### src/rtl/lfsr_sched.sv
// lfsr_sched: round-robin scheduler sharing one 8-bit LFSR among N_REQ requesters.
// Optional macro LFSR_SCHED_ZERO_GUARD_EN replaces any all-zero write of the LFSR with 8'h01.
module lfsr_sched #(
   parameter int N_REQ = 4,
   parameter int STEPS = 3
) (
   input  logic             clk,
   input  logic             clr,
   input  logic [7:0]       seed_in,
   input  logic             seed_load,
   input  logic [N_REQ-1:0] req,
   output logic [N_REQ-1:0] gnt,
   output logic [7:0]       rnd_out,
   output logic             rnd_valid,
   output logic             busy
);

   typedef enum logic [1:0] {IDLE, SEED, STEP, GRANT} state_t;

   state_t     state;
   state_t     state_nx;
   logic [7:0] s;
   logic [7:0] s_wr;
   logic [7:0] req_ext;
   logic [2:0] ptr;
   logic [2:0] winner;
   logic [2:0] win_sel;
   logic [3:0] idx;
   logic [3:0] cnt;
   logic       win_found;
   logic       last_step;

   function automatic logic [7:0] lfsr_next(input logic [7:0] v);
      logic f;
      f = v[7] ^ v[5] ^ v[4] ^ v[3];
      return {f, v[5:0], f};
   endfunction

   assign req_ext   = 8'(req);
   assign last_step = (cnt == 4'(STEPS - 1));

   // Round-robin search: first set request at or after ptr, wrapping modulo N_REQ.
   always_comb begin
      win_found = 1'b0;
      win_sel   = ptr;
      idx       = '0;
      for (int i = 0; i < N_REQ; i++) begin
         idx = {1'b0, ptr} + 4'(i);
         if (idx >= 4'(N_REQ)) begin
            idx = idx - 4'(N_REQ);
         end
         if (!win_found && req_ext[idx[2:0]]) begin
            win_found = 1'b1;
            win_sel   = idx[2:0];
         end
      end
   end

   always_comb begin
      s_wr = (state == SEED) ? seed_in : lfsr_next(s);
`ifdef LFSR_SCHED_ZERO_GUARD_EN
      if (s_wr == 8'h00) begin
         s_wr = 8'h01;
      end
`endif
   end

   always_comb begin
      state_nx = state;
      case (state)
         IDLE: begin
            if (seed_load) begin
               state_nx = SEED;
            end else if (win_found) begin
               state_nx = STEP;
            end
         end
         SEED:    state_nx = IDLE;
         STEP:    if (last_step) state_nx = GRANT;
         GRANT:   state_nx = IDLE;
         default: state_nx = IDLE;
      endcase
   end

   // rnd_out is loaded on the final step so it already holds the new value during GRANT.
   always_ff @(posedge clk) begin
      if (clr) begin
         state   <= IDLE;
         s       <= 8'h01;
         ptr     <= 3'd0;
         cnt     <= 4'd0;
         winner  <= 3'd0;
         rnd_out <= 8'h00;
      end else begin
         state <= state_nx;
         case (state)
            IDLE: begin
               if (!seed_load && win_found) begin
                  winner <= win_sel;
                  cnt    <= 4'd0;
               end
            end
            SEED: s <= s_wr;
            STEP: begin
               s   <= s_wr;
               cnt <= cnt + 4'd1;
               if (last_step) begin
                  rnd_out <= s_wr;
               end
            end
            GRANT: ptr <= (winner == 3'(N_REQ - 1)) ? 3'd0 : winner + 3'd1;
            default: ;
         endcase
      end
   end

   always_comb begin
      gnt       = '0;
      rnd_valid = 1'b0;
      busy      = (state != IDLE);
      if (state == GRANT) begin
         gnt       = N_REQ'(8'h01 << winner);
         rnd_valid = 1'b1;
      end
   end

endmodule

### config.mk
export PLATFORM = sky130hd
export DESIGN_NAME = lfsr_sched
export DESIGN_NICKNAME = d
export VERILOG_FILES = /design/src/rtl/lfsr_sched.sv
export SDC_FILE = /design/constraint.sdc
export NUM_CORES = 1
export LEC_CHECK = 0
export BUFFER_PORTS_ARGS = -buffer_cell sky130_fd_sc_hd__buf_2
export CAP_MARGIN = 20
export CELL_PAD_IN_SITES_DETAIL_PLACEMENT = 1
export CELL_PAD_IN_SITES_GLOBAL_PLACEMENT = 1
export CORE_UTILIZATION = 45
export DETAILED_ROUTE_END_ITERATION = 8
export GPL_TIMING_DRIVEN = 1
export PLACE_DENSITY_LB_ADDON = 0.1
export SLEW_MARGIN = 20
export SYNTH_ARGS = -nofsm -noshare
export SYNTH_HDL_FRONTEND = slang
export SYNTH_SLANG_ARGS = --single-unit
### constraint.sdc
create_clock -name clk -period 6.2 [get_ports clk]
set_input_delay 0.31 -clock clk [delete_from_list [all_inputs] [get_ports clk]]
set_output_delay 0.31 -clock clk [all_outputs]
set_load 0.03 [all_outputs]
* Yosys cells after proc, flatten, opt, wreduce, memory -nomap -nowiden
Cells that the tools add are included.
** Storage, ports and cells
- Flip-flop bits (word level) :: 28
- Bits of input ports :: 15
- Output and inout port bits :: 14
** Operators by class
- Add/sub/neg operators :: 9
- Order comparisons :: 8
- Equal/unequal tests :: 8
- Shift operators :: 1
- Multiplexer cells :: 30
- Bitwise logic cells :: 3
- Reductions and logical operators :: 17
** Operators by type and width (count)
- two-way mux 3 bit :: 9
- less-than comparator 3 x 4 -> 1 bit, second input constant :: 4
- binary-select mux 1 bit (select 3 bit) :: 4
- >= comparator 4 x 3 -> 1 bit, second input constant :: 3
- subtractor 3 bit, second input constant :: 4
- two-way mux 1 bit :: 9
- adder 3 x 2 -> 4 bit, second input constant :: 2
- two-way mux 4 bit :: 2
- two-way mux 8 bit :: 1
- one-hot mux 4 bit (2 select lines) :: 1
- AND reduction 2 bit :: 4
- two-way mux 2 bit :: 3
- one-hot mux 2 bit (3 select lines) :: 1
- adder 3 x 1 -> 4 bit, second input constant :: 1
- adder 4 x 1 -> 4 bit, second input constant :: 1
- == test 2 bit, second input constant :: 2
- == test 4 x 2 -> 1 bit, second input constant :: 1
- logical AND 1 bit :: 4
- zero test 1 bit :: 4
- != test 2 bit, second input constant :: 2
- nonzero test 2 bit :: 2
- OR reduction 2 bit :: 2
- left shift 1 x 3 -> 4 bit, first input constant :: 1
- adder 3 x 1 -> 3 bit, second input constant :: 1
- other kinds (6) :: 8

* Logic depth before layout (Yosys ltp)
- Depth after elaboration :: 17
- Gate-level depth with buffers :: 9
- Gate-level depth less buffers :: 7

* Worst setup path after synthesis
No wires, ideal clock.
- Path kind :: reg2reg
- Start :: reg ptr[0]
- End :: reg state[0]
- Data arrival time :: 2.515 ns
- Slack :: 3.566 ns
- Cell stages (with the launch flop) :: 10
- Path buffers :: 2
- Period minus slack after synthesis :: 2.634 ns
- Cells stage by stage :: dfxtp_1 buf_2 inv_1 ha_1 buf_2 mux4_2 o21a_1 or3_4 mux2i_1 o221a_2
** Between the ends
- Longest elaborated chain between the ends :: 16
- Elaborated cells on any way between the ends :: 35
- Those cells by class :: 7 x add/sub; 4 x order compare; 1 x eq/ne; 16 x mux; 7 x reduce/logical
** Ends and longest elaborated chain
- start: declaration :: RTL line 25 : logic [2:0] ptr;
- start signal: assignment :: RTL line 111 : GRANT: ptr <= (winner == 3'(N_REQ - 1)) ? 3'd0 : winner + 3'd1;
- branches (longest 13 deep; another with adder 3 x 1 -> 4 bit)
- two-way mux 1 bit (*) :: RTL line 52 : if (!win_found && req_ext[idx[2:0]]) begin
- != test 3 bit (no source line) (*)
- AND reduction 2 bit (no source line) (*)
- end signal: assignment :: RTL line 95 : state <= state_nx;
- end: declaration :: RTL line 20 : state_t state;
Every way passes the cells marked *. The select of a mux whose other input is x is not followed.
A chain may end at the register's enable or synchronous reset.

* Worst setup path in the final report
- Start :: reg ptr[0]
- End :: reg cnt[2]
** Between the ends
- Longest elaborated chain between the ends :: 17
- Elaborated cells on any way between the ends :: 36
- Those cells by class :: 7 x add/sub; 4 x order compare; 1 x eq/ne; 16 x mux; 8 x reduce/logical
** Ends and longest elaborated chain
- branches (longest 13 deep; another with adder 3 x 1 -> 4 bit)
- two-way mux 1 bit (*) :: RTL line 52
- logical AND 1 bit (*) :: RTL line 98 : if (!seed_load && win_found) begin
- != test 2 bit (no source line) (*)
- AND reduction 2 bit (no source line) (*)
- end signal: assignment :: RTL line 106 : cnt <= cnt + 4'd1;
- end: declaration :: RTL line 29 : logic [3:0] cnt;
Marked as above.

==> impl_metrics.csv <==
group,metric,value,unit
clocking,cts_buffer_depth,2,
final_layout,layout_common_cells,"28 x buf_2, 27 x nor2_1, 27 x dfxtp_1, 20 x mux2i_1, 15 x inv_1",
setup_path,startpoint_type,"flip-flop",
sta,finalCriticalPeriod,2.96,ns
floorplanning,num_io_pins,29,
synth,yosysUniqueCellTypes,36,
sta,tns,0,ns
routing,dr.pass1.iters,4,
synth,yosys_most_used_dff,"dfxtp_1",
setup_path,end_kind,"flip-flop",
synth,post-synth-top-area-cell,"dfxtp_1",
synth,synth_edf_count,0,
setup_path,critical_path_class,"reg2reg",
min_path,min_path_type,"in2reg",
clocking,cts-buffers-inserted,3,
final_layout,final_cell_count_no_fill,255,
sta,hold_violations,0,
floorplanning,die_w,62.5,um
sta,finClkSkew,0.0177,ns
synth,synth.area.top_cells,"dfxtp_1 33%, mux2i_1 12%, ha_1 9.1%, nor2_1 6.2%, a211oi_1 5.0%",
floorplanning,core-area,3420,um^2
global_route,grt_max_degree,24,
floorplanning,rows,21,
global_route,overflow,0,
routing,drt-total-wl,4.00,mm
clocking,cts_htree_levels,1,
clocking,clockRootBuffer,"clkbuf_4",
min_path,min_path_cells,2,
synth,synth_top_area_share,32.8,%
clocking,cts_setup_buffers,0,
synth,yosys_register_bits,27,
power_and_ir_drop,power_leakage,0.000732,uW
placed_design,placed_cell_area,1810,um^2
setup_path,rr_worst_depth,7,
routing,drc,0,
synth,syn_area,1650,um^2
clocking,clk_latency,0.34,ns
routing,post_drt_wl_per_cell,15.7,um
final_layout,fin_util,53.8,%
floorplanning,die_area,3910,um^2
clocking,clkTransAtPathRegs,0.16,ns
placed_design,place_inst,251,
routing,ant_nets,0,
final_layout,num_antenna_cells,0,
sta,slew_headroom,61.0,%
setup_path,arrival,3.20,ns
clocking,cts_tree,"built",
global_route,grt_antenna_before_repair,0,
final_layout,area_delta_synth_final,11.6,%
power_and_ir_drop,peakVddDrop,0.132,mV
sta,worst_pin_slew,0.584,ns
final_layout,mostFrequentLayoutCell,"buf_2",
placed_design,hpwl,3.08,mm
synth,ys_seq_area_share,32.8,%
sta,max_freq,337,MHz
routing,via_count,1418,
placed_design,gp_congestion,0.838,
sta,slew_violations,0,
routing,first_iter_violations,93,
final_layout,nNetsFinal,237,
global_route,grt_usage,22.5,%
flow_run,cap_violations,0,
synth,syn_nets,213,
synth,yosys_warnings,0,
setup_path,worstPathMaxFanout,14,
setup_path,crit_required,6.44,ns
synth,syn_area_per_cell,8.85,um^2
global_route,grt_pass1_wl,7.13,mm
sta,fin_crit_sh,47.8,%
placed_design,io_buffers,28,
clocking,ctsResizeCount,0,
synth,async_reset_ff_share,0,%
sta,setup_viol,0,
floorplanning,initial_core_util,48.2,%
synth,netlist_instances,186,
final_layout,drive_gt1_share,18.2,%
sta,rsz0062_at_grt,"no",
power_and_ir_drop,power.density,256,nW/um^2
final_layout,stdcell_area,1840,um^2
routing,viasPerCell,5.56,
clocking,cts_sinks,27,
global_route,grt_pass1_vias,1547,
clocking,cts_hold_buffers,0,
floorplanning,die_h,62.5,um
status,status,"completed",
-- metal layers --
metal	vias up	wire, um	share of wire [%]	global-route usage (%)
li1	706	-	-	-
met1	684	1880	47	28.8
met2	24	1950	49	37.6
met3	4	140	3.5	4.56
met4	0	33	0.82	7.56
met5	-	0	0	0
-- critical path, stage by stage, from the launching register on --
cell and delay [ns]:
dfxtp_1 0.72, inv_1 0.13, ha_1 0.50, mux4_2 0.56, o21a_1 0.16, or3_4 0.36
a21oi_1 0.30, o22ai_1 0.13
-- synth_stat cells (all sizes together) (2+ instances only) --
cell / n
dfxtp: 27
nor2: 27
mux2i: 20
inv: 15
ha: 12
a211oi: 11
a21oi: 6
clkbuf: 6
nand2: 6
o21ai: 6
and2: 5
nand2b: 5
nand3: 4
buf: 3
mux4: 3
o22ai: 3
a2111oi: 2
a31oi: 2
and3: 2
nand4: 2
nor2b: 2
o2111ai: 2
xor2: 2
-- cells by family (layout without fill, tap and decap cells) --
kind of cell	Yosys count	after routing	share of synthesized area [%]
compound gates	40	40	17.9
fa+ha+maj	12	12	9.12
mux	23	23	16.3
buf+inv	24	47	5.70
simple gates	57	57	16.6
xor+xnor	3	3	1.60
flops	27	27	32.8
-- report_power, final --
| group | switching, uW | total [uW] | internal (uW) |
|---|---|---|---|
| Combinational | 102 | 173 | 71.3 |
| Sequential | 21.4 | 216 | 195 |
| Clock | 55.8 | 80.5 | 24.7 |
| Total | 179 | 470 | 291 |
-- state kept, by name, summed over array words and instances (netlist names) --
register  count
winner        3
state         2
ptr           3
s             7
rnd_out       8
cnt           4
-- final cells by class --
cell class | instances | area (um^2)
flip-flops and latches | 27 | 541
well taps | 46 | 57.6
inverters | 15 | 56.3
clock buffers | 3 | 22.5
multi-input cells | 135 | 1010
repair buffers | 28 | 140
fillers | 435 | 1580
clock inverters | 1 | 7.51
-- final timing paths --
kind	from	to	slack, ns
setup / recovery	ptr[0]	cnt[2]	3.24
hold / removal	seed_load	state[0]	0.25
setup reg to reg	ptr[0]	cnt[2]	3.24
hold reg to reg	s[1]	s[1]	0.51
-- metrics by stage --
stage	hold slack (ns)	power, uW	worst slack, ns
final	0.250	470	3.24
after CTS	0.241	474	3.23
after detailed placement	0.483	394	3.22
after floorplan	0.439	348	3.57
after global placement	0.472	383	3.35
after global routing	0.246	502	2.96
Power figures use the tool's default switching activity.
